<file path="src/rtl/hilo_muldiv_unit_if.sv">
`default_nettype none
// ============================================================================
//  Module      : hilo_muldiv_unit_if
//  Description : EX-stage request / response bundle between the pipeline and
//                the HI/LO multiply-divide unit.
//  Revision    : 1.0 - initial release
// ============================================================================
interface hilo_muldiv_unit_if #(
    parameter int WIDTH = 32
);
    logic             hiloW;
    logic [3:0]       con;
    logic [WIDTH-1:0] srcA;
    logic [WIDTH-1:0] srcB;
    logic             hiloR;
    logic             hiloS;
    logic             busy;
    logic             done;
    logic             divZero;
    logic [WIDTH-1:0] hiloData;

    modport master (
        output hiloW, con, srcA, srcB, hiloR, hiloS,
        input  busy, done, divZero, hiloData
    );

    modport slave (
        input  hiloW, con, srcA, srcB, hiloR, hiloS,
        output busy, done, divZero, hiloData
    );
endinterface
`default_nettype wire

</file>
<file path="src/rtl/hilo_muldiv_unit.sv">
`default_nettype none
// ============================================================================
//  Module      : hilo_muldiv_unit
//  Description : Iterative shift-add multiplier / restoring divider owning the
//                architectural HI/LO pair; stalls EX while an op is in flight.
//  Revision    : 1.0 - initial release
// ============================================================================
module hilo_muldiv_unit #(
    parameter int WIDTH = 32,
    parameter int CNTW  = 5
) (
    input  wire logic         clk,
    input  wire logic         rst_n,
    hilo_muldiv_unit_if.slave bus
);

    typedef enum logic [1:0] {
        S_IDLE = 2'd0,
        S_MUL  = 2'd1,
        S_DIV  = 2'd2,
        S_FIX  = 2'd3
    } state_t;

    localparam logic [CNTW-1:0] c_last = CNTW'(WIDTH - 1);

    state_t             r_state;
    state_t             w_state_nxt;
    logic [WIDTH-1:0]   r_hi;
    logic [WIDTH-1:0]   r_lo;
    logic [WIDTH-1:0]   r_opnd;
    logic [WIDTH-1:0]   r_rem;
    logic [2*WIDTH-1:0] r_acc;
    logic [CNTW-1:0]    r_cnt;
    logic               r_is_div;
    logic               r_neg_q;
    logic               r_neg_r;
    logic               r_busy;
    logic               r_done;
    logic               r_div_zero;

    // Request decode; only the 11xx codes belong to this unit
    logic             w_is_op;
    logic             w_is_div;
    logic             w_is_signed;
    logic             w_b_zero;
    logic             w_start;
    logic             w_neg_a;
    logic             w_neg_b;
    logic [WIDTH-1:0] w_mag_a;
    logic [WIDTH-1:0] w_mag_b;

    assign w_is_op     = (bus.con[3:2] == 2'b11);
    assign w_is_div    = bus.con[0];
    assign w_is_signed = bus.con[1];
    assign w_b_zero    = (bus.srcB == '0);
    assign w_start     = bus.hiloW && w_is_op && !r_busy && (r_state == S_IDLE);
    assign w_neg_a     = w_is_signed && bus.srcA[WIDTH-1];
    assign w_neg_b     = w_is_signed && bus.srcB[WIDTH-1];
    assign w_mag_a     = w_neg_a ? -bus.srcA : bus.srcA;
    assign w_mag_b     = w_neg_b ? -bus.srcB : bus.srcB;

    // Multiply step: conditional add into the upper half, then shift right
    logic [WIDTH:0]     w_mul_sum;
    logic [2*WIDTH-1:0] w_mul_nxt;

    assign w_mul_sum = {1'b0, r_acc[2*WIDTH-1:WIDTH]} + (r_acc[0] ? {1'b0, r_opnd} : '0);
    assign w_mul_nxt = {w_mul_sum, r_acc[WIDTH-1:1]};

    // Divide step: dividend bits shift out of r_acc[WIDTH-1:0] while
    // quotient bits shift in from the bottom of the same field
    logic [WIDTH:0]   w_shift;
    logic             w_ge;
    logic [WIDTH-1:0] w_trial;
    logic [WIDTH-1:0] w_quo_nxt;

    assign w_shift   = {r_rem, r_acc[WIDTH-1]};
    assign w_ge      = (w_shift >= {1'b0, r_opnd});
    assign w_trial   = w_shift[WIDTH-1:0] - r_opnd;
    assign w_quo_nxt = {r_acc[WIDTH-2:0], w_ge};

    logic [2*WIDTH-1:0] w_prod_fix;
    logic [WIDTH-1:0]   w_quo_fix;
    logic [WIDTH-1:0]   w_rem_fix;

    assign w_prod_fix = r_neg_q ? -r_acc : r_acc;
    assign w_quo_fix  = r_neg_q ? -r_acc[WIDTH-1:0] : r_acc[WIDTH-1:0];
    assign w_rem_fix  = r_neg_r ? -r_rem : r_rem;

    always_ff @(posedge clk or negedge rst_n) begin
        if (!rst_n) begin
            r_state <= S_IDLE;
        end else begin
            r_state <= w_state_nxt;
        end
    end

    always_comb begin
        w_state_nxt = r_state;
        case (r_state)
            S_IDLE: begin
                if (w_start && !(w_is_div && w_b_zero)) begin
                    w_state_nxt = w_is_div ? S_DIV : S_MUL;
                end
            end
            S_MUL, S_DIV: begin
                if (r_cnt == c_last) begin
                    w_state_nxt = S_FIX;
                end
            end
            S_FIX:   w_state_nxt = S_IDLE;
            default: w_state_nxt = S_IDLE;
        endcase
    end

    always_ff @(posedge clk or negedge rst_n) begin
        if (!rst_n) begin
            r_hi       <= '0;
            r_lo       <= '0;
            r_opnd     <= '0;
            r_rem      <= '0;
            r_acc      <= '0;
            r_cnt      <= '0;
            r_is_div   <= 1'b0;
            r_neg_q    <= 1'b0;
            r_neg_r    <= 1'b0;
            r_busy     <= 1'b0;
            r_done     <= 1'b0;
            r_div_zero <= 1'b0;
        end else begin
            r_done     <= 1'b0;
            r_div_zero <= 1'b0;
            case (r_state)
                S_IDLE: begin
                    // A divide by zero still occupies one busy cycle so the
                    // done/divZero pulse lands while the pipeline is frozen
                    r_busy <= w_start;
                    if (w_start) begin
                        if (w_is_div && w_b_zero) begin
                            r_done     <= 1'b1;
                            r_div_zero <= 1'b1;
                        end else begin
                            r_is_div <= w_is_div;
                            r_opnd   <= w_is_div ? w_mag_b : w_mag_a;
                            r_acc    <= {{WIDTH{1'b0}}, (w_is_div ? w_mag_a : w_mag_b)};
                            r_rem    <= '0;
                            r_cnt    <= '0;
                            r_neg_q  <= w_neg_a ^ w_neg_b;
                            r_neg_r  <= w_neg_a;
                        end
                    end
                end
                S_MUL: begin
                    r_acc <= w_mul_nxt;
                    r_cnt <= r_cnt + CNTW'(1);
                end
                S_DIV: begin
                    r_rem             <= w_ge ? w_trial : w_shift[WIDTH-1:0];
                    r_acc[WIDTH-1:0]  <= w_quo_nxt;
                    r_cnt             <= r_cnt + CNTW'(1);
                end
                S_FIX: begin
                    if (r_is_div) begin
                        r_hi <= w_rem_fix;
                        r_lo <= w_quo_fix;
                    end else begin
                        r_hi <= w_prod_fix[2*WIDTH-1:WIDTH];
                        r_lo <= w_prod_fix[WIDTH-1:0];
                    end
                    r_cnt  <= '0;
                    r_busy <= 1'b0;
                    r_done <= 1'b1;
                end
                default: r_busy <= 1'b0;
            endcase
        end
    end

    assign bus.busy     = r_busy;
    assign bus.done     = r_done;
    assign bus.divZero  = r_div_zero;
    assign bus.hiloData = bus.hiloR ? (bus.hiloS ? r_lo : r_hi) : '0;

endmodule
`default_nettype wire
</file>
<file path="src/flat_wrapper.sv">
// flat-port wrapper written by rule: the top's interface ports become plain ports
module hilo_muldiv_unit_flat 
#(
    parameter int WIDTH = 32,
    parameter int CNTW  = 5
)
  (clk, rst_n, bus_hiloW, bus_con, bus_srcA, bus_srcB, bus_hiloR, bus_hiloS, bus_busy, bus_done, bus_divZero, bus_hiloData);
  hilo_muldiv_unit_if #(.WIDTH(WIDTH)) bus_i ();
  input  wire logic clk;
  input  wire logic rst_n;
  input wire logic [$bits(bus_i.hiloW)-1:0] bus_hiloW;
  input wire logic [$bits(bus_i.con)-1:0] bus_con;
  input wire logic [$bits(bus_i.srcA)-1:0] bus_srcA;
  input wire logic [$bits(bus_i.srcB)-1:0] bus_srcB;
  input wire logic [$bits(bus_i.hiloR)-1:0] bus_hiloR;
  input wire logic [$bits(bus_i.hiloS)-1:0] bus_hiloS;
  output wire logic [$bits(bus_i.busy)-1:0] bus_busy;
  output wire logic [$bits(bus_i.done)-1:0] bus_done;
  output wire logic [$bits(bus_i.divZero)-1:0] bus_divZero;
  output wire logic [$bits(bus_i.hiloData)-1:0] bus_hiloData;
  assign bus_i.hiloW = bus_hiloW;
  assign bus_i.con = bus_con;
  assign bus_i.srcA = bus_srcA;
  assign bus_i.srcB = bus_srcB;
  assign bus_i.hiloR = bus_hiloR;
  assign bus_i.hiloS = bus_hiloS;
  assign bus_busy = bus_i.busy;
  assign bus_done = bus_i.done;
  assign bus_divZero = bus_i.divZero;
  assign bus_hiloData = bus_i.hiloData;
  hilo_muldiv_unit #(.WIDTH(WIDTH), .CNTW(CNTW)) u_core (.clk(clk), .rst_n(rst_n), .bus(bus_i));
endmodule
</file>
<file path="config.mk">
export PLATFORM = sky130hd
export DESIGN_NAME = hilo_muldiv_unit_flat
export DESIGN_NICKNAME = d
export VERILOG_FILES = /design/src/rtl/hilo_muldiv_unit_if.sv /design/src/rtl/hilo_muldiv_unit.sv /design/src/flat_wrapper.sv
export SDC_FILE = /design/constraint.sdc
export NUM_CORES = 1
export LEC_CHECK = 0
export CORE_ASPECT_RATIO = 0.7
export CORE_UTILIZATION = 45
export DETAILED_ROUTE_END_ITERATION = 8
export MAX_ROUTING_LAYER = met4
export SETUP_SLACK_MARGIN = 0.2
export SLEW_MARGIN = 5
export SYNTH_ARGS = -nofsm -noshare
export SYNTH_HDL_FRONTEND = slang
export SYNTH_SLANG_ARGS = --single-unit
</file>
<file path="constraint.sdc">
create_clock -name clk -period 7.8 [get_ports clk]
set_input_delay 1.56 -clock clk [delete_from_list [all_inputs] [get_ports clk]]
set_output_delay 1.56 -clock clk [all_outputs]
set_load 0.02 [all_outputs]
</file>
Word-level counts from Yosys, hierarchy flattened
Cells that the tools add are included.
- logic and storage cells: 88
- register bits after elaboration: 205
- output and inout bits: 35
- $add $sub $neg: 8
- equality and inequality tests: 9
- bitwise operators: 2
- reductions and logical operators: 22
- magnitude comparators: 1
- mux-type cells: 32
- operator list (cell ; count):
    $mux W32 ; 14
    $mux W64 ; 3
    $neg A32 Y32 ; 4
    $pmux W32 S2 ; 2
    $pmux W32 S3 ; 1
    $neg A64 Y64 ; 1
    $add A32 B33 Y33 ; 1
    $ge A33 B32 Y1 ; 1
    $logic_not A32 Y1 ; 1
    $sub A32 B32 Y32 ; 1
    $pmux W5 S3 ; 1
    $reduce_and A3 Y1 ; 4
    $mux W5 ; 2
    $logic_and A1 B1 Y1 ; 7
    $eq A2 B2 Y1 const B ; 3
    $mux W2 ; 3
    $pmux W2 S3 ; 1
    $reduce_bool A2 Y1 ; 3
    $add A5 B1 Y5 const B ; 1
    $eq A5 B5 Y1 const B ; 1
    $ne A2 B1 Y1 const B ; 2
    $ne A2 B2 Y1 const B ; 2
    $pmux W1 S2 ; 2
    $reduce_and A2 Y1 ; 2
    8 further kinds ; 11

Depth between registers and ports, before layout
Gate-level depths: netlist of run 1.
- depth after elaboration: 7
- mapped depth: 14
- depth with buffers taken out: 13

Worst setup path before layout of run 1
No wires, ideal clock.
- path type: input to register
- from: input bus_srcB[15]
- to: register u_core.r_rem[10]
- data arrival time: 4.137 ns
- required time: 7.667 ns
- path buffers: 2
- setup slack: 3.530 ns
- stages: 9
- cell sequence: or4_1 nor4_1 nand4b_1 or3_1 a21oi_1 nand2b_1 clkbuf_1 clkbuf_1 o21ai_0
- word-level cells in the longest chain between the ends: 4
- ends and longest elaborated chain (element ; line ; text):
    start, declared ; flat_wrapper.sv:14 ; input wire logic [$bits(bus_i.srcB)-1:0] bus_srcB;
    $logic_not A32 Y1 ; hilo_muldiv_unit.sv:55 ; assign w_b_zero = (bus.srcB == '0);
    $logic_and A1 B1 Y1 ; hilo_muldiv_unit.sv:138 ; if (w_is_div && w_b_zero) begin
    $ne A2 B2 Y1 (no line) ; n/a ;
    $reduce_and A3 Y1 (no line) ; n/a ;
    end signal, assigned ; hilo_muldiv_unit.sv:157 ; r_rem <= w_ge ? w_trial : w_shift[WIDTH-1:0];
    end, declared ; hilo_muldiv_unit.sv:31 ; logic [WIDTH-1:0] r_rem;
No other way between the ends.
A chain may end at the register's enable or synchronous reset.

Final worst setup path of run 1
- from: input bus_srcB[3]
- to: register u_core.r_acc[52]
- word-level cells in the longest chain between the ends: 4
- ends and longest elaborated chain (element ; line ; text):
    $logic_not A32 Y1 ; hilo_muldiv_unit.sv:55 ;
    $logic_and A1 B1 Y1 ; hilo_muldiv_unit.sv:138 ;
    $ne A2 B2 Y1 (no line) ; n/a ;
    $reduce_and A3 Y1 (no line) ; n/a ;
    end signal, assigned ; hilo_muldiv_unit.sv:144 ; r_acc <= {{WIDTH{1'b0}}, (w_is_div ? w_mag_a : w_mag_b)};
    end signal, assigned ; hilo_muldiv_unit.sv:153 ; r_acc <= w_mul_nxt;
    end signal, assigned by index ; hilo_muldiv_unit.sv:158 ; r_acc[WIDTH-1:0] <= w_quo_nxt;
    end, declared ; hilo_muldiv_unit.sv:32 ; logic [2*WIDTH-1:0] r_acc;
No other way between the ends.

==> results of run 1 <==
-- through the flow --
step / setup slack [ps] / instance area, sq um / cells
3_5_place_dp: 2166 / 17970 / 2589
2_1_floorplan: 3530 / 16670 / 2120
3_3_place_gp: 2312 / 17970 / 2589
4_1_cts: 2714 / 18840 / 2633
6_report: 2616 / 18840 / 2633
5_1_grt: 2396 / 18840 / 2633
-- registers in the layout, indices dropped and copies added (netlist names) --
signal              count
u_core.r_rem           32
u_core.bus.busy         1
u_core.r_is_div         1
u_core.r_lo            32
u_core.r_opnd          32
u_core.bus.done         1
u_core.r_neg_r          1
u_core.r_cnt            5
u_core.r_neg_q          1
u_core.r_hi            32
u_core.r_state          2
u_core.r_acc           64
u_core.bus.divZero      1
-- worst max-delay path: cells and delay by family --
family                 cells  cell delay [ps]
buffers and inverters      2              690
AND/OR/NAND/NOR            6             2860
multiplexers               1              170
AO/OA/AOI/OAI              2              240
-- power groups by stage --
stage / combinational [uW] / sequential, uW / clock, uW
floorplan: 3730 / 1880 / 0
global placement: 4930 / 2210 / 0
detailed placement: 5000 / 2230 / 0
CTS: 5020 / 2210 / 1250
global route: 5650 / 2280 / 1290
finish: 5120 / 2230 / 1230
-- logic make-up after synthesis --
logic type / synth area share
flops: 0.3076
mux: 0.03564
compound gates: 0.2550
xor+xnor: 0.1029
simple gates: 0.1884
buf+inv: 0.05170
fa+ha+maj: 0.05868
-- worst paths after layout --
check,end,depth (start not counted)
setup / recovery,u_core.r_acc[52]$_DFFE_PN0P_,11
hold / removal,u_core.r_opnd[14]$_DFFE_PN0P_,2
setup reg to reg,u_core.r_hi[6]$_DFFE_PN0N_,11
hold reg to reg,u_core.r_opnd[14]$_DFFE_PN0P_,2
max in group asynchronous,u_core.r_neg_q$_DFFE_PN0P_,2
min in group asynchronous,u_core.r_acc[60]$_DFFE_PN0P_,1
-- cells in the final DEF (no fill, tap or decap), types with 15 or more instances in the layout --
master           synthesis  routed
xnor2_1                 83      83
mux2i_1                 50      50
nand2b_1                17      17
nor2_1                 229     229
buf_4                    0      17
dfrtp_1                205     204
o41ai_1                 21      21
o21ai_0                206     206
clkbuf_16                0      24
nand3_1                 21      21
or4_1                   20      20
or3_1                   15      15
ha_1                    75      74
nor4_1                  22      22
nand2_1                219     219
a221o_1                 26      26
o211ai_1                16      16
xor2_1                 113     113
nor3_1                  33      33
inv_1                   84      84
nor2b_1                 42      42
clkdlybuf4s50_1          0     104
o31ai_1                 43      43
a21oi_1                218     217
a21o_1                  23      23
-- layer usage --
layer	routed length (um)	vias up	GRT usage
li1	-	7606	-
met2	21890	669	0.3868
met1	29930	7602	0.5177
met5	0	-	-
met4	741	0	0.04127
met3	5646	45	0.05814
-- final cells by class --
cell class	count	area [sq um]
Fill cell	3508	17380
Multi-Input combinational cell	1693	10730
Sequential cell	205	5131
Timing Repair Buffer	123	1187
Clock buffer	31	676.9
Tap cell	480	600.6
Inverter	88	330.3
Clock inverter	13	185.2
==> summary.txt, run 1 <==
Hold path
  – HP Class: register to register
  – HP Start: u_core.r_opnd[14]$_DFFE_PN0P_

Yosys
  – Register bit total from synthesis: 205
  – Synthesized cell area: 16,670 sq um
  – Most frequent cells after synthesis: nor2_1, nand2_1, a21oi_1, o21ai_0, dfrtp_1
  – Synth Flop Type: dfrtp_1
  – Yosys top cell by area: dfrtp_1
  – Syn Area/Cell: 7.865 sq um
  – Yosys Warn Count: 0
  – Syn Inst Count: 2,120
  – Register area share after synthesis: 0.3076
  – Synth async-reset ratio: 1.000
  – Number of synthesized flops with an enable pin: 0
  – Area share of the largest cell type after synthesis: 0.3076
  – Distinct cells, synth: 76
  – Post-synth net total: 2,270
  – Top cells by area, synth: dfrtp_1, a21oi_1, o21ai_0
  – Count leader, synth: nor2_1

Timing
  – Setup TNS: 0 ps
  – Setup violators final: 0
  – RSZ-0062 raised after global routing: false
  – Fmax: 192.9 MHz
  – Final hold violation count: 0
  – Slew HR: 0.2128
  – Final Slew Violations: 0
  – Tmin final: 5184 ps
  – Slew @ Worst Pin: 1176 ps
  – Final period util: 0.6646
  – Clock Skews: 30.45 ps
  – Hold Slack: 480.6 ps

Critical path
  – Setup crit start: bus_srcB[3]
  – Crit path max-delay cell type: nand2b_1
  – CP cell instances: clkdlybuf4s50_1 -> or3_1 -> nor3b_1 -> nand4b_1 -> or3_1 -> a21oi_1 -> buf_4 -> nand2b_1 -> nor3b_1 -> mux2i_1 -> o211ai_1
  – Worst reg-to-reg setup slack: 3090 ps
  – Startpoint type of the worst setup path: primary input
  – CP max FO: 26
  – Biggest cell delay along the critical path: 810 ps
  – Critical path arrival: 5560 ps
  – R2r startpoint: u_core.r_acc[0]$_DFFE_PN0P_
  – Critical Path End Type: register
  – Req. time, crit path: 8170 ps
  – Crit Path Category: primary input to register

Route
  – Antenna-violating nets left: 0
  – Mean routed wirelength per cell: 22.11 um
  – Drc violations: 0
  – Initial DRT Pass Iterations: 6
  – DR vias/cell: 6.047
  – Via count: 15,922
  – Final WL: 58.21 mm
  – Iter 0 DRT Violations: 2,145

Placement
  – DP Wirelength: 45.39 mm
  – Routability Congestion: 0.9480
  – Port Buffers: 107

Floorplanning
  – Core Area: 36,210 sq um
  – Row Count: 58
  – Initial cell density of the core: 0.4605
  – Die ar.: 37,840 sq um
  – Die X-Extent: 232.1 um
  – Io pins: 108
  – Die height: 163.1 um

Power and ir drop
  – VDD IR max: 0.2570 mV
  – Pwr Density: 455.7 nW/um^2
  – Cell-internal power: 4186 uW
  – Sw Pwr: 4399 uW
  – Logic gate share of total power: 0.597
  – Clock share of power: 0.143
  – Power, Total: 8585 uW
  – Sequential Power Share: 0.260
  – Leakage: 0.007782 uW
  – Sw Ratio: 0.5124

Cells and area
  – N_diodes: 0
  – Area growth syn-to-layout: 12.97%
  – Share of cells above drive strength 1: 0.04552
  – Nets@finish: 2,285
  – Final Core Density: 0.5202

Clocking
  – Worst-Skew Late Latency: 550 ps
  – Hold Buf Count CTS: 0
  – CTS Root Cell: clkbuf_16
  – CTS Sinks: 205
  – H-tree depth: 1
  – Post-CTS Repair Setup Buffers: 0
  – CTS tree: done
  – Clk buf depth: 3
  – CTS resizes: 0
  – TritonCTS Buffers: 24
  – Reg clk slew, reported paths: 60 ps

Global routing
  – Vias in the first global route: 14,041
  – Total grt overflow: 0
  – Largest net degree at the start of global routing: 115
  – First-pass GRT wire length: 87.73 mm
  – Initial antenna violation count: 2
  – Tot GR Track Use: 0.3142

Job
  – Max Cap Viol: 0

Status
  – Status: finished clean
Power figures use the tool's default switching activity.
==> run 2: changes to the inputs <==
PLACE_DENSITY = 0.66   (was default)
clock period = 4.2 ns   (was 7.8 ns; I/O delays follow)
==> summary.txt, run 2 (same netlist as run 1, synthesis figures left out) <==
Cells and area
  – Share of cells above drive strength 1: 0.05604 (+0.01052)
  – Fin cells: 2,657 (+0.91%)
  – Max reg flops: 64 (unchanged)
  – N_diodes: 0 (unchanged)
  – Commonest non-fill, non-tap cell in the layout: nor2_1
  – Register Area: 5131 sq um (unchanged)
  – Top reg by flops: u_core.r_acc
  – Nets@finish: 2,312 (+1.2%)
  – Area of the multi-input gates: 10,730 sq um (unchanged)
  – Final Core Density: 0.5266 (+0.006427)
  – Area growth syn-to-layout: 14.36%
  – Most frequent cells in the layout: nor2_1, nand2_1, a21oi_1, o21ai_0, dfrtp_1
  – Filler Cell Count: 3,450 (-1.7%)

Global routing
  – First-pass GRT wire length: 87.86 mm (+0.15%)
  – Tot GR Track Use: 0.3152 (+0.001028)
  – Largest net degree at the start of global routing: 116 (+0.87%)
  – Initial antenna violation count: 0 (-2)
  – Total grt overflow: 0 (unchanged)
  – Vias in the first global route: 14,488 (+3.2%)

Timing
  – RSZ-0062 raised after global routing: false
  – Slew @ Worst Pin: 1160 ps (-15.94 ps)
  – Final Slew Violations: 0 (unchanged)
  – Fmax: 256.5 MHz
  – Clock Skews: 19.16 ps (-11.28 ps)
  – Tmin final: 3899 ps
  – Final hold violation count: 0 (unchanged)
  – Final period util: 0.9283
  – Slew HR: 0.2235 (+0.01067)
  – Setup violators final: 0 (unchanged)

Clocking
  – CTS tree: done
  – Worst-Skew Late Latency: 550 ps (about the same)
  – Hold Buf Count CTS: 0 (unchanged)
  – TritonCTS Buffers: 23 (-4.2%)
  – H-tree depth: 1 (unchanged)
  – Reg clk slew, reported paths: 60 ps (about the same)
  – Clk buf depth: 3 (unchanged)
  – CTS resizes: 0 (unchanged)
  – Post-CTS Repair Setup Buffers: 0 (unchanged)
  – CTS Root Cell: clkbuf_16
  – CTS Sinks: 205 (unchanged)

Power and ir drop
  – VDD IR max: 0.5816 mV (+130%)
  – Power, Total: 16,080 uW (+87%)
  – Pwr Density: 843.2 nW/um^2 (+85%)
  – Leakage: 0.007922 uW (+1.8%)

Route
  – Initial DRT Pass Iterations: 5 (-1)
  – DR vias/cell: 6.021 (-0.44%)
  – Mean routed wirelength per cell: 21.93 um (-0.78%)
  – Final WL: 58.28 mm (+0.12%)
  – Drc violations: 0 (unchanged)
  – Via count: 15,997 (+0.47%)
  – Iter 0 DRT Violations: 1,673 (-22%)
  – Antenna-violating nets left: 0 (unchanged)

Placement
  – DP Wirelength: 45.90 mm (+1.1%)
  – Routability Congestion: 0.9490 (+0.11%)
  – Placed insts: 2,617 (+1.1%)
  – Port Buffers: 107 (unchanged)

Floorplanning
  – Die ar.: 37,840 sq um (unchanged)
  – Row Count: 58 (unchanged)
  – Initial cell density of the core: 0.4605 (unchanged)
  – Core Area: 36,210 sq um (unchanged)
  – Die height: 163.1 um (unchanged)
  – Die X-Extent: 232.1 um (unchanged)
  – Io pins: 108 (unchanged)

Critical path
  – CP max FO: 14 (-46%)
  – Crit Path Category: primary input to register
  – Cell mode on critical path: buf_4
  – CP cell instances: clkdlybuf4s50_1 -> or4_1 -> nor4_1 -> buf_4 -> nand4b_1 -> or3_1 -> a21oi_1 -> nand2b_1 -> buf_4 -> o211ai_1
  – Critical Path End Type: register
  – Req. time, crit path: 4630 ps (-3540 ps)
  – Critical path arrival: 4320 ps (-1240 ps)
  – Biggest cell delay along the critical path: 590 ps (-220 ps)
  – Startpoint type of the worst setup path: primary input
  – Crit path max-delay cell type: or4_1

Hold path
  – HP Class: primary input to async pin

Status
  – Status: finished clean

Job
  – Max Cap Viol: 0 (unchanged)
[run 2: worst paths after layout]
path / from / to / slack (ps) / depth (start not counted)
max: bus_srcB[13] / u_core.r_acc[52]$_DFFE_PN0P_ / 300 / 10
min: rst_n / u_core.r_hi[21]$_DFFE_PN0N_ / 340 / 1
max reg2reg: u_core.r_acc[1]$_DFFE_PN0P_ / u_core.r_hi[6]$_DFFE_PN0N_ / 330 / 11
min reg2reg: u_core.r_opnd[29]$_DFFE_PN0P_ / u_core.r_opnd[29]$_DFFE_PN0P_ / 470 / 2
max in group asynchronous: rst_n / u_core.r_opnd[16]$_DFFE_PN0P_ / 3010 / 2
min in group clk: u_core.r_opnd[29]$_DFFE_PN0P_ / u_core.r_opnd[29]$_DFFE_PN0P_ / 470 / 2
[run 2: critical path, delay by kind of cell]
| kind | cells | cell delay [ps] |
|---|---|---|
| simple gates | 5 | 1860 |
| buf+inv | 3 | 910 |
| compound gates | 2 | 700 |
[run 2: stage by stage]
step | hold slack, ps | setup TNS, ps | instance area [sq um] | worst slack [ps]
after global routing | 428.1 | 0 | 19070 | 210.7
final | 342.5 | 0 | 19070 | 301.2
after detailed placement | 457.4 | -3973 | 18250 | -182.5
after CTS | 389.8 | 0 | 19070 | 393.8
after global placement | 456.1 | -2125 | 18250 | -115.4
after floorplan | 438.7 | 0 | 16670 | 593.6
[run 2: final cells by class]
| class | instances | area share |
|---|---|---|
| Inverter | 88 | 0.01732 |
| Multi-Input combinational cell | 1693 | 0.5624 |
| Clock buffer | 30 | 0.03418 |
| Tap cell | 480 | 0.03149 |
| Timing Repair Buffer | 151 | 0.07657 |
| Clock inverter | 10 | 0.008923 |
| Sequential cell | 205 | 0.2691 |
[run 2: routing by layer]
| metal | up-vias | track usage | part of all wire |
|---|---|---|---|
| met2 | 662 | 0.3900 | 0.37 |
| met3 | 58 | 0.1007 | 0.11 |
| met4 | 0 | 0.05592 | 0.017 |
| li1 | 7672 | - | - |
| met5 | - | - | 0 |
| met1 | 7605 | 0.4858 | 0.50 |
[run 2: where the power goes]
| part | switching (uW) | internal, uW | total (uW) |
|---|---|---|---|
| Combinational | 6070 | 3660 | 9720 |
| Sequential | 1280 | 2850 | 4130 |
| Clock | 884 | 1340 | 2230 |
==> run 3: changes to the inputs <==
CORE_MARGIN = 10   (was default)
==> summary.txt, run 3 (same netlist as run 1, synthesis figures left out) <==
Status
  – Status: finished clean

Critical path
  – Critical path arrival: 4210 ps (-110 ps)
  – Crit Path Category: register to register
  – CP max FO: 8 (-6)
  – Req. time, crit path: 4640 ps (about the same)
  – R2r startpoint: u_core.r_acc[1]$_DFFE_PN0P_
  – Setup crit start: u_core.r_acc[1]$_DFFE_PN0P_
  – Startpoint type of the worst setup path: register
  – Critical Path End Type: register

Timing
  – Setup violators final: 0 (unchanged)
  – Fmax: 265.3 MHz (+3.4%)
  – Final Slew Violations: 0 (unchanged)
  – Final WS setup: 431.2 ps (+130.0 ps)
  – Clock Skews: 39.78 ps (+20.61 ps)
  – Final hold violation count: 0 (unchanged)
  – RSZ-0062 raised after global routing: false
  – Slew @ Worst Pin: 1007 ps (-153.4 ps)
  – Tmin final: 3769 ps (-130.0 ps)
  – Final period util: 0.8973 (-0.03095)
  – Slew HR: 0.3287 (+0.1052)

Global routing
  – Tot GR Track Use: 0.2625 (-0.05266)
  – Initial antenna violation count: 1 (+1)
  – Largest net degree at the start of global routing: 116 (unchanged)
  – Vias in the first global route: 14,614 (+0.87%)
  – Total grt overflow: 0 (unchanged)
  – First-pass GRT wire length: 91.02 mm (+3.6%)

Power and ir drop
  – Pwr Density: 836.8 nW/um^2 (-0.76%)
  – VDD IR max: 0.5096 mV (-12%)
  – Leakage: 0.007917 uW (about the same)

Cells and area
  – Commonest non-fill, non-tap cell in the layout: nor2_1
  – Filler Cell Count: 3,448 (-0.058%)
  – Most frequent cells in the layout: nor2_1, nand2_1, a21oi_1, o21ai_0, dfrtp_1
  – Final Core Density: 0.5254 (-0.001244)
  – Nets@finish: 2,324 (+0.52%)
  – Share of cells above drive strength 1: 0.05904 (+0.002998)
  – Area growth syn-to-layout: 14.09%
  – Top reg by flops: u_core.r_acc
  – Max reg flops: 64 (unchanged)

Floorplanning
  – Die ar.: 45,280 sq um (+20%)
  – Core Area: 36,210 sq um (unchanged)
  – Die height: 181.1 um (+11%)
  – Initial cell density of the core: 0.4605 (unchanged)
  – Io pins: 108 (unchanged)
  – Die X-Extent: 250.1 um (+7.8%)
  – Row Count: 58 (unchanged)

Route
  – DR WL met2: 22.81 mm (+5.0%)
  – DR vias/cell: 6.059 (+0.63%)
  – Initial DRT Pass Iterations: 6 (+1)
  – Top Layer Used: met4
  – Via count: 16,153 (+0.98%)
  – Final WL: 60.43 mm (+3.7%)
  – Drc violations: 0 (unchanged)
  – Iter 0 DRT Violations: 1,876 (+12%)
  – Antenna-violating nets left: 0 (unchanged)
  – Mean routed wirelength per cell: 22.67 um (+3.4%)
  – Met3 routed WL: 7.149 mm (+7.5%)
  – WL met1: 29.47 mm (+1.9%)

Placement
  – Port Buffers: 107 (unchanged)
  – DP Wirelength: 47.91 mm (+4.4%)
  – Place WS: -184.6 ps (-2.112 ps)
  – Routability Congestion: 1.004 (+5.8%)

Clocking
  – CTS resizes: 0 (unchanged)
  – TritonCTS Buffers: 23 (unchanged)
  – CTS Sinks: 205 (unchanged)
  – Clk buf depth: 3 (unchanged)
  – H-tree depth: 1 (unchanged)
  – CTS tree: done
  – Worst-Skew Late Latency: 560 ps (about the same)
  – Post-CTS Repair Setup Buffers: 0 (unchanged)
  – Reg clk slew, reported paths: 60 ps (about the same)
  – Hold Buf Count CTS: 0 (unchanged)
  – CTS Root Cell: clkbuf_16

Job
  – Max Cap Viol: 0 (unchanged)

Hold path
  – HP Class: primary input to async pin
-- run 3: metal layers --
metal | up-vias | track usage
li1 | 7693 | -
met2 | 745 | 0.3311
met5 | - | -
met4 | 0 | 0.04063
met3 | 69 | 0.08006
met1 | 7646 | 0.3986
-- run 3: through the flow --
stage,hold slack [ps],area (sq um),instances,total power (uW),TNS (ps)
global route,381.2,19020,2666,17120,0
floorplan,438.7,16670,2120,10430,0
CTS,358.5,19020,2665,15680,0
detailed placement,471.8,18310,2629,13630,-5522
finish,320.1,19020,2666,15920,0
global placement,468.3,18310,2629,13520,-3399
-- run 3: worst paths after layout --
path                                                 endpoint  slack (ps)  depth (start not counted)
min in group clk                u_core.r_opnd[20]$_DFFE_PN0P_         480                          2
worst max-delay path               u_core.r_hi[6]$_DFFE_PN0N_         430                         12
max in group asynchronous        u_core.r_opnd[7]$_DFFE_PN0P_        2800                          2
worst min-delay path             u_core.r_acc[59]$_DFFE_PN0P_         320                          1
worst max register to register     u_core.r_hi[6]$_DFFE_PN0N_         430                         12
worst min register to register  u_core.r_opnd[20]$_DFFE_PN0P_         480                          2
-- run 3: area by class of cell --
type	instances	area (sq um)	area share
flip-flops and latches	205	5131	0.2697
clock inverters	5	67.56	0.003551
well taps	480	600.6	0.03157
repair buffers	163	1525	0.08017
diodes	1	2.502	0.0001315
multi-input cells	1693	10720	0.5636
inverters	88	330.3	0.01736
clock buffers	31	645.6	0.03394
-- run 3: worst max-delay path: stages (launching register included) --
cell,delay (ps)
dfrtp_1,460
inv_1,90
ha_1,180
or4b_2,640
or3_1,430
or2_2,380
nor3_1,230
nand2_1,220
o21ai_0,260
xor2_1,150
o21ai_0,150
buf_4,200
mux2_2,250
-- run 3: power breakdown --
| group | leakage [uW] | total [uW] | switching [uW] | internal, uW |
|---|---|---|---|---|
| Clock | 0.000349 | 2010 | 877 | 1130 |
| Sequential | 0.00253 | 4110 | 1260 | 2850 |
| Combinational | 0.00504 | 9790 | 6110 | 3690 |
==> patch, RTL diff (settings of run 1) <==
`WIDTH` is set to 32 in 3 places; all go to 48.
--- a/src/rtl/hilo_muldiv_unit_if.sv
+++ b/src/rtl/hilo_muldiv_unit_if.sv
@@ -6,7 +6,7 @@
 //  Revision    : 1.0 - initial release
 // ============================================================================
 interface hilo_muldiv_unit_if #(
-    parameter int WIDTH = 32
+    parameter int WIDTH = 48
 );
     logic             hiloW;
     logic [3:0]       con;
--- a/src/rtl/hilo_muldiv_unit.sv
+++ b/src/rtl/hilo_muldiv_unit.sv
@@ -6,7 +6,7 @@
 //  Revision    : 1.0 - initial release
 // ============================================================================
 module hilo_muldiv_unit #(
-    parameter int WIDTH = 32,
+    parameter int WIDTH = 48,
     parameter int CNTW  = 5
 ) (
     input  wire logic         clk,
--- a/src/flat_wrapper.sv
+++ b/src/flat_wrapper.sv
@@ -1,7 +1,7 @@
 // flat-port wrapper written by rule: the top's interface ports become plain ports
 module hilo_muldiv_unit_flat 
 #(
-    parameter int WIDTH = 32,
+    parameter int WIDTH = 48,
     parameter int CNTW  = 5
 )
   (clk, rst_n, bus_hiloW, bus_con, bus_srcA, bus_srcB, bus_hiloR, bus_hiloS, bus_busy, bus_done, bus_divZero, bus_hiloData);
Interface: changed (resized bus_hiloData, bus_srcA and bus_srcB); port bits go from 108 to 156. The function was not compared with the original's and may differ.
==> patch against run 1 <==
Area after synthesis is 51% higher. Routed wire length increased by 82%. Sequential cell count increased by 96. Design area is 50% higher. Combinational power grew 87%. Setup slack worse by 420 ps. Clock power grew 42%. Total power up 70%. Via count rose by 59%. Critical path type is now register to register.
==> patch: results (changes against run 1) <==
| Metric | Value |
|---|---|
| Maximum number of pins on one net before global-route repair | 165 (+43%) |
| Leak Pwr | 12.5 nW (+60%) |
| Wire length of the first global-routing pass | 153000 µm (+74%) |
| Top post-synthesis cells by count | sky130_fd_sc_hd__o21ai_0, sky130_fd_sc_hd__nand2_1, sky130_fd_sc_hd__nor2_1 |
| H-tree depth | 2 (+1) |
| Number of search-and-repair iterations in the first detailed-routing pass | 9 (+3) |
| Vias in the first global route | 22300 (+59%) |
| Highest fanout seen on the critical path | 20 (-23%) |
| Initial antenna violation count | 4 (+2) |
| RD Place Congestion | 1.00 (+5.7%) |
| Layout cell share with drive strength beyond 1 | 0.0408 (-0.00471) |
| Max rail drop VDD | 0.278 mV (+8.3%) |
| Total length of routed wires | 106000 µm (+82%) |
| Top cells by area, synth | sky130_fd_sc_hd__dfrtp_1, sky130_fd_sc_hd__o21ai_0, sky130_fd_sc_hd__xor2_1 |
| Total via count after detailed routing | 25300 (+59%) |
| Library cells used by synthesis | 74 (-2.6%) |
| Clock Latency Late Sink | 570 ps (+20 ps) |
| Fill cell count | 5411 (+54%) |
| Number of flip-flops in the largest register | 96 (+50%) |
| Detailed placer's ending HPWL | 83100 µm (+83%) |
| Worst Skew | 33.0 ps (+2.59 ps) |
| Input/output buffers | 155 (+45%) |
| Upper clock frequency limit | 179 MHz (-7.5%) |
| Run status | finished clean |
| Number of CTS-inserted buffers | 35 (+46%) |
| First DRT Iteration DRCs | 3409 (+59%) |
==> patch: worst min-delay path by stage <==
stage,end,start
finish,u_core.r_opnd[28],u_core.r_opnd[28]
global route,u_core.r_opnd[8],u_core.r_opnd[8]
CTS,u_core.r_opnd[7],u_core.r_opnd[7]
detailed placement,u_core.r_opnd[28],u_core.r_opnd[28]
global placement,u_core.r_opnd[34],u_core.r_opnd[34]
floorplan,u_core.r_opnd[10],u_core.r_opnd[10]
==> patch: worst max-delay path, stage by stage (launching register included) <==
cell and delay, ps:
sky130_fd_sc_hd__dfrtp_1 680, sky130_fd_sc_hd__inv_1 560, sky130_fd_sc_hd__nor2_1 590, sky130_fd_sc_hd__ha_1 380, sky130_fd_sc_hd__a21o_1 230, sky130_fd_sc_hd__o41a_1 470, sky130_fd_sc_hd__a221o_1 480, sky130_fd_sc_hd__o211ai_1 540
sky130_fd_sc_hd__o21ai_0 360, sky130_fd_sc_hd__a21oi_1 500, sky130_fd_sc_hd__o221ai_1 230, sky130_fd_sc_hd__xnor2_1 250, sky130_fd_sc_hd__o21ai_0 120
==> patch: final cells by class <==
type | instances | area share
diodes | 3 | 0.000266
repair buffers | 184 | 0.0630
flip-flops and latches | 301 | 0.267
well taps | 740 | 0.0328
clock buffers | 45 | 0.0348
clock inverters | 17 | 0.00695
inverters | 118 | 0.0157
multi-input cells | 2594 | 0.580
==> patch: layer usage <==
layer / GRT usage / share of wire
met5: - / 0
met4: 0.0962 / 0.026
met3: 0.109 / 0.12
met2: 0.478 / 0.38
met1: 0.560 / 0.47
==> patch: where the power goes <==
part           switching (mW)  internal (mW)
sequential               1.04           2.25
clock                   0.748          0.999
combinational            6.38           3.17
total                    8.17           6.43
==> patch: cell families (layout without fill, tap and decap cells) <==
| family | after synthesis | count (layout) | share of synthesized area |
|---|---|---|---|
| compound gates | 1008 | 1008 | 0.247 |
| xor+xnor | 297 | 297 | 0.104 |
| fa+ha+maj | 109 | 109 | 0.0549 |
| buf+inv | 336 | 364 | 0.0507 |
| flops | 301 | 301 | 0.300 |
| mux | 100 | 100 | 0.0402 |
| other cells | 0 | 3 | 0 |
| simple gates | 1080 | 1080 | 0.204 |
==> patch: through the flow <==
stage               hold slack, ps   util  std cells  cell area, µm²
CTS                            489  0.512       3999           28300
detailed placement             476  0.490       3937           27100
global placement               468  0.490       3937           27100
global route                   512  0.512       4002           28300
finish                         481  0.512       4002           28300
floorplan                      450      -       3231           25100
